[src/rtl/ghash_pkg.sv]
// Shared GF(2^128) types and constants for the GHASH H-power generator.
// GHASH_HPOW_H3_EN adds the MUL3 state that produces H^3.
package ghash_pkg;

   typedef logic [127:0] gf128_t;

   localparam int     GF128_BITS = 128;
   // Reduction constant in GCM bit order: x^0 at bit 127.
   localparam gf128_t GF128_R    = {8'hE1, 120'd0};

   typedef enum logic [2:0] {
      IDLE,
      SQ2,
      SQ4,
`ifdef GHASH_HPOW_H3_EN
      MUL3,
`endif
      DONE
   } hpow_state_t;

endpackage

[src/rtl/ghash_hpow_gen_if.sv]
// Interface between the H-power generator and its host/consumer.
// GHASH_HPOW_H3_EN adds the h3 signal.
interface ghash_hpow_gen_if import ghash_pkg::*; ();

   // h_load is a one-cycle pulse with no back-pressure: it is always accepted
   // and restarts generation. h1/h2/h4 (and h3) may only be consumed while
   // h_valid is 1; busy and h_valid are never 1 together.
   gf128_t      h_i;
   logic        h_load;
   gf128_t      h1;
   gf128_t      h2;
   gf128_t      h4;
`ifdef GHASH_HPOW_H3_EN
   gf128_t      h3;
`endif
   logic        h_valid;
   logic        busy;
   hpow_state_t state;

   modport master (
      output h_i, h_load,
      input  h1, h2, h4,
`ifdef GHASH_HPOW_H3_EN
      input  h3,
`endif
      input  h_valid, busy, state
   );

   modport slave (
      input  h_i, h_load,
      output h1, h2, h4,
`ifdef GHASH_HPOW_H3_EN
      output h3,
`endif
      output h_valid, busy, state
   );

endinterface

[src/rtl/gf128_mul_serial.sv]
// Bit-serial GCM multiply: 128 cycles after start; done and product are
// combinational on the final cycle so the caller can register the result.
module gf128_mul_serial import ghash_pkg::*; (
   input  logic   clk,
   input  logic   rst,
   input  logic   start,
   input  gf128_t a,
   input  gf128_t b,
   output logic   done,
   output gf128_t product
);

   gf128_t     x_q, x_d;
   gf128_t     z_q, z_d;
   gf128_t     v_q, v_d;
   logic [6:0] cnt_q, cnt_d;
   logic       run_q, run_d;
   gf128_t     z_step;

   always_comb begin
      z_step  = x_q[127] ? (z_q ^ v_q) : z_q;
      product = z_step;
      done    = run_q && (cnt_q == 7'd127);
      x_d     = x_q;
      z_d     = z_q;
      v_d     = v_q;
      cnt_d   = cnt_q;
      run_d   = run_q;
      // A new start abandons any multiply in flight.
      if (start) begin
         x_d   = a;
         v_d   = b;
         z_d   = '0;
         cnt_d = '0;
         run_d = 1'b1;
      end else if (run_q) begin
         x_d   = {x_q[126:0], 1'b0};
         z_d   = z_step;
         v_d   = (v_q >> 1) ^ (v_q[0] ? GF128_R : '0);
         cnt_d = cnt_q + 7'd1;
         if (done) run_d = 1'b0;
      end
   end

   always_ff @(posedge clk) begin
      if (rst) begin
         x_q   <= '0;
         z_q   <= '0;
         v_q   <= '0;
         cnt_q <= '0;
         run_q <= 1'b0;
      end else begin
         x_q   <= x_d;
         z_q   <= z_d;
         v_q   <= v_d;
         cnt_q <= cnt_d;
         run_q <= run_d;
      end
   end

endmodule

[src/rtl/ghash_hpow_gen.sv]
// Generates H, H^2, H^4 (and H^3 when GHASH_HPOW_H3_EN is defined) from the
// hash subkey using one shared serial multiplier.
module ghash_hpow_gen import ghash_pkg::*; #(
   parameter int MUL_CYCLES = 128
) (
   input logic              clk,
   input logic              rst,
   ghash_hpow_gen_if.slave  bus
);

   if (MUL_CYCLES != GF128_BITS) begin : g_bad_mul_cycles
      $error("ghash_hpow_gen: MUL_CYCLES must be 128");
   end

   hpow_state_t state_q, state_d;
   gf128_t      h1_q, h2_q, h4_q;
   logic        mul_start, mul_done;
   gf128_t      mul_a, mul_b, mul_prod;
`ifdef GHASH_HPOW_H3_EN
   gf128_t      h3_q;
`endif

   gf128_mul_serial u_mul (
      .clk     (clk),
      .rst     (rst),
      .start   (mul_start),
      .a       (mul_a),
      .b       (mul_b),
      .done    (mul_done),
      .product (mul_prod)
   );

   always_ff @(posedge clk) begin
      if (rst) state_q <= IDLE;
      else     state_q <= state_d;
   end

   always_comb begin
      state_d = state_q;
      if (bus.h_load) begin
         state_d = SQ2;
      end else begin
         case (state_q)
            SQ2:     if (mul_done) state_d = SQ4;
`ifdef GHASH_HPOW_H3_EN
            SQ4:     if (mul_done) state_d = MUL3;
            MUL3:    if (mul_done) state_d = DONE;
`else
            SQ4:     if (mul_done) state_d = DONE;
`endif
            default: state_d = state_q;
         endcase
      end
   end

   always_comb begin
      bus.busy    = 1'b0;
      bus.h_valid = 1'b0;
      bus.state   = state_q;
      case (state_q)
         SQ2, SQ4:  bus.busy    = 1'b1;
`ifdef GHASH_HPOW_H3_EN
         MUL3:      bus.busy    = 1'b1;
`endif
         DONE:      bus.h_valid = 1'b1;
         default:   bus.busy    = 1'b0;
      endcase
   end

   // Each completed product immediately seeds the next multiply.
   always_comb begin
      mul_start = 1'b0;
      mul_a     = bus.h_i;
      mul_b     = bus.h_i;
      if (bus.h_load) begin
         mul_start = 1'b1;
      end else if (mul_done) begin
         case (state_q)
            SQ2: begin
               mul_start = 1'b1;
               mul_a     = mul_prod;
               mul_b     = mul_prod;
            end
`ifdef GHASH_HPOW_H3_EN
            SQ4: begin
               mul_start = 1'b1;
               mul_a     = h2_q;
               mul_b     = h1_q;
            end
`endif
            default: mul_start = 1'b0;
         endcase
      end
   end

   always_ff @(posedge clk) begin
      if (rst) begin
         h1_q <= '0;
         h2_q <= '0;
         h4_q <= '0;
      end else if (bus.h_load) begin
         h1_q <= bus.h_i;
      end else if (mul_done) begin
         if (state_q == SQ2) h2_q <= mul_prod;
         if (state_q == SQ4) h4_q <= mul_prod;
      end
   end

`ifdef GHASH_HPOW_H3_EN
   always_ff @(posedge clk) begin
      if (rst)                                         h3_q <= '0;
      else if (!bus.h_load && mul_done && state_q == MUL3) h3_q <= mul_prod;
   end
   assign bus.h3 = h3_q;
`endif

   assign bus.h1 = h1_q;
   assign bus.h2 = h2_q;
   assign bus.h4 = h4_q;

endmodule

[src/flat_wrapper.sv]
// flat-port wrapper written by rule: the top's interface ports become plain ports
module ghash_hpow_gen_flat import ghash_pkg::*;
#(
   parameter int MUL_CYCLES = 128
)
  (clk, rst, bus_h_i, bus_h_load, bus_h1, bus_h2, bus_h4, bus_h_valid, bus_busy, bus_state);
  ghash_hpow_gen_if bus_i ();
  input logic clk;
  input logic rst;
  input wire logic [$bits(bus_i.h_i)-1:0] bus_h_i;
  input wire logic [$bits(bus_i.h_load)-1:0] bus_h_load;
  output wire logic [$bits(bus_i.h1)-1:0] bus_h1;
  output wire logic [$bits(bus_i.h2)-1:0] bus_h2;
  output wire logic [$bits(bus_i.h4)-1:0] bus_h4;
  output wire logic [$bits(bus_i.h_valid)-1:0] bus_h_valid;
  output wire logic [$bits(bus_i.busy)-1:0] bus_busy;
  output wire logic [$bits(bus_i.state)-1:0] bus_state;
  assign bus_i.h_i = bus_h_i;
  assign bus_i.h_load = bus_h_load;
  assign bus_h1 = bus_i.h1;
  assign bus_h2 = bus_i.h2;
  assign bus_h4 = bus_i.h4;
  assign bus_h_valid = bus_i.h_valid;
  assign bus_busy = bus_i.busy;
  assign bus_state = bus_i.state;
  ghash_hpow_gen #(.MUL_CYCLES(MUL_CYCLES)) u_core (.clk(clk), .rst(rst), .bus(bus_i));
endmodule
[config.mk]
export PLATFORM = sky130hd
export DESIGN_NAME = ghash_hpow_gen_flat
export DESIGN_NICKNAME = d
export VERILOG_FILES = /design/src/rtl/ghash_pkg.sv /design/src/rtl/ghash_hpow_gen_if.sv /design/src/rtl/gf128_mul_serial.sv /design/src/rtl/ghash_hpow_gen.sv /design/src/flat_wrapper.sv
export SDC_FILE = /design/constraint.sdc
export NUM_CORES = 2
export LEC_CHECK = 0
export CORE_MARGIN = 4
export CORE_UTILIZATION = 26
export CTS_CLUSTER_DIAMETER = 80
export DETAILED_ROUTE_END_ITERATION = 16
export GPL_TIMING_DRIVEN = 0
export HOLD_SLACK_MARGIN = 0.08
export PLACE_DENSITY_LB_ADDON = 0.15
export SYNTH_ARGS = -nofsm -noshare
export SYNTH_HDL_FRONTEND = slang
export SYNTH_HIERARCHICAL = 1
export SYNTH_SLANG_ARGS = --single-unit
[constraint.sdc]
create_clock -name clk -period 3.5 [get_ports clk]
set_input_delay 0.525 -clock clk [delete_from_list [all_inputs] [get_ports clk]]
set_output_delay 0.525 -clock clk [all_outputs]
set_load 0.02 [all_outputs]
==> flow_summary.ini <==
[min_path]
hold_depth = 3
min_to = u_core/u_mul/x_q[115]$_SDFFE_PP0P_
hp-start = rst
hold_class = primary input to flop

[sta]
post-route-period-util_pct = 92.6
hold_slack_ns = 0.428
slew_headroom_pct = 13.6
finalSetupViolCount = 0
tns_ns = 0
rsz0062_at_grt = no
setup_ws_ns = 0.259
fmax_mhz = 309
hold_viol = 0
worstMarginPinSlew_ns = 1.30
finalClockSkew_ns = 0.0216
period_needed_ns = 3.24
slew_violations = 0

[yosys]
netlist_instances = 3805
synth_edf_count = 0
synth-warning-count = 6
syn_area_mm2 = 0.0356
yosys_register_bits = 778
synthTopCellsByArea = dfxtp_1 (44%), mux2_2 (11%), mux2i_1 (11%), nand2b_1 (6.8%), nand2_1 (6.7%)
synth_cell_types = 33
seq_area_frac_synth_pct = 43.8
synth_nets = 3941
yosys.cell_count.top_type = dfxtp_1
ys.flop_type = dfxtp_1
synth_area_leader_cell = dfxtp_1
synth_top_area_share_pct = 43.8
avgSynthCellArea_um2 = 9.35
async_flop_share_pct = 0
netlist_top_cells_count = dfxtp_1 (778), nand2_1 (638), mux2i_1 (385), nand2b_1 (384), mux2_2 (350)

[floorplanning]
rows = 135
start_util_pct = 26.2
die_area_mm2 = 0.143
die_h_um = 378
die_w_um = 378
io_pins = 520
core_mm2 = 0.136

[run_status]
status = finished, final reports clean

[route]
route.vias.total = 27300
wl_per_cell_um = 18.8
first_iter_violations = 1270
drt-total-wl_um = 118000
ant_nets = 0
vias_per_cell = 4.33
drcViolationCount = 0
dr.pass1.iters = 5

[critical_path]
r2r-end = u_core/u_mul/v_q[103]$_SDFFE_PP0P_
reg2reg_slack_ns = 0.26
reg2reg_depth = 10
startpoint_type = flop
cp-end-kind = flop
rr_startpoint = u_core/u_mul/run_q$_SDFF_PP0_
cp_max_fo = 10
crit_arrival_ns = 3.86
cp.required_ns = 4.12
crit_type = flop to flop

[cts]
clkTransAtPathRegs_ns = 0.06
cts-root-buf = clkbuf_16
htree_levels = 3
clock-sinks = 778
clock_latency_ns = 0.71
tritoncts = done
postCtsSetupBuffers = 0
cts_buffer_depth = 3
cts_made_buffers = 99
hold_buffers = 0

[power]
peakVddDrop_mv = 0.375
p_per_area_mw_per_mm2 = 472
leakage_nw = 17.9

[layout]
finalNetCount = 4559
drive_gt1_share_pct = 15.9
stdcell_area_mm2 = 0.0464
utilization_pct = 34.2
synthToLayoutAreaGrowth_pct = 30.5
fillers = 14200

[global_route]
grt_max_degree = 14
grt.overflow.total = 0
grt_usage_pct = 16.1
grt_pass1_wl_um = 176000
antenna_found_initial = 8
grt_pass1_vias = 27900

[placed_design]
dp_slack_ns = -0.564
placed_area_mm2 = 0.0430
gp_congestion = 0.763
dp.final_hpwl_um = 86600
io_buffers = 516

[flow_run]
cap_violations = 0
## critical path: stages, from the launching register on
cell and delay, ns:
dfxtp_1 0.35, buf_4 0.22, buf_2 0.39, inv_1 0.23, nor3_4 0.44, a21o_1 0.17
buf_2 0.18, buf_2 0.42, clkbuf_1 0.46, nand2_1 0.12, a21oi_1 0.17
## routing by layer
metal / up-vias / track usage, % / routed length [um]
met5: - / 0 / 0
met4: 0 / 3.81 / 2380
met3: 124 / 3.89 / 6840
met2: 565 / 27.3 / 55800
met1: 12800 / 20.7 / 53300
li1: 13800 / - / -
## report_power, final
group	internal [mW]	switching (mW)
Clock	6.35	4.14
Combinational	0.954	1.18
Sequential	9.13	0.178
Total	16.4	5.50
## area by class of cell
cell class	count	area, um2	area share [%]
multi-input cells	2733	18500	39.9
flip-flops and latches	778	15600	33.6
repair buffers	517	5190	11.2
clock buffers	149	3040	6.55
well taps	1781	2230	4.80
plain buffers	289	1480	3.19
clock inverters	32	339	0.731
inverters	5	18.8	0.0404
diodes	4	10.0	0.0216
## sequential cells by signal, indices dropped and copies added, names as in the netlist
name / cells
u_core/bus.h1: 128
u_core/bus.h2: 128
u_core/bus.h4: 128
u_core/bus.state: 2
u_core/u_mul/cnt_q: 7
u_core/u_mul/run_q: 1
u_core/u_mul/v_q: 128
u_core/u_mul/x_q: 128
u_core/u_mul/z_q: 128
## what timing repair did
item                                    4_1_cts  5_1_grt
endpoints found under the hold margin         0        0
endpoints found under the setup margin      495      101
gates resized for setup                       6        6
## placed cells by master, fill, tap and decap left out, drive strengths merged, types with 2 or more instances in the layout
cell / netlist / final
nand3: 128 / 128
or3: 3 / 3
dfxtp: 778 / 778
o21ai: 3 / 3
nand2b: 384 / 384
diode: 0 / 4
clkinv: 0 / 19
inv: 5 / 12
nand3b: 2 / 2
nand2: 638 / 638
mux2i: 385 / 385
buf: 161 / 162
nor2: 270 / 270
xor2: 134 / 134
bufinv: 0 / 5
mux2: 380 / 380
ha: 5 / 5
xnor2: 129 / 129
clkdlybuf4s50: 0 / 516
o32ai: 3 / 3
nand4: 3 / 3
a21oi: 258 / 258
clkbuf: 128 / 277
## metrics by stage
stage	total power, mW	cells
floorplan	10.8	3805
global placement	11.7	6102
detailed placement	11.7	6103
CTS	22.4	6284
global route	22.9	6284
finish	21.9	6288
## worst max path at each step
stage | start | endpoint | slack (ns) | depth (start not counted)
2_1_floorplan | u_core/u_mul/run_q$_SDFF_PP0_ | u_core/u_mul/v_q[127]$_SDFFE_PP0P_ | 1.08 | 10
3_3_place_gp | u_core/u_mul/run_q$_SDFF_PP0_ | u_core/u_mul/v_q[102]$_SDFFE_PP0P_ | -0.56 | 11
5_1_grt | u_core/u_mul/run_q$_SDFF_PP0_ | u_core/u_mul/z_q[74]$_SDFFE_PP0P_ | 0.01 | 10
6_report | u_core/u_mul/run_q$_SDFF_PP0_ | u_core/u_mul/v_q[103]$_SDFFE_PP0P_ | 0.26 | 10
4_1_cts | u_core/u_mul/run_q$_SDFF_PP0_ | u_core/u_mul/v_q[103]$_SDFFE_PP0P_ | 0.07 | 11
3_5_place_dp | u_core/u_mul/run_q$_SDFF_PP0_ | u_core/u_mul/v_q[102]$_SDFFE_PP0P_ | -0.56 | 11
## cells by family (layout without fill, tap and decap cells)
kind of cell / after synthesis / after routing / synth area share [%]
multiplexers: 765 / 765 / 23.2
other: 1 / 5 / 0.0105
buffers and inverters: 294 / 992 / 4.16
AND/OR/NAND/NOR: 1432 / 1432 / 18.4
adder cells (fa/ha/maj): 5 / 5 / 0.176
AO/OA/AOI/OAI: 267 / 267 / 3.82
XOR/XNOR: 263 / 263 / 6.48
flip-flops: 778 / 778 / 43.8
No activity file was read; power rests on OpenSTA's default activity.
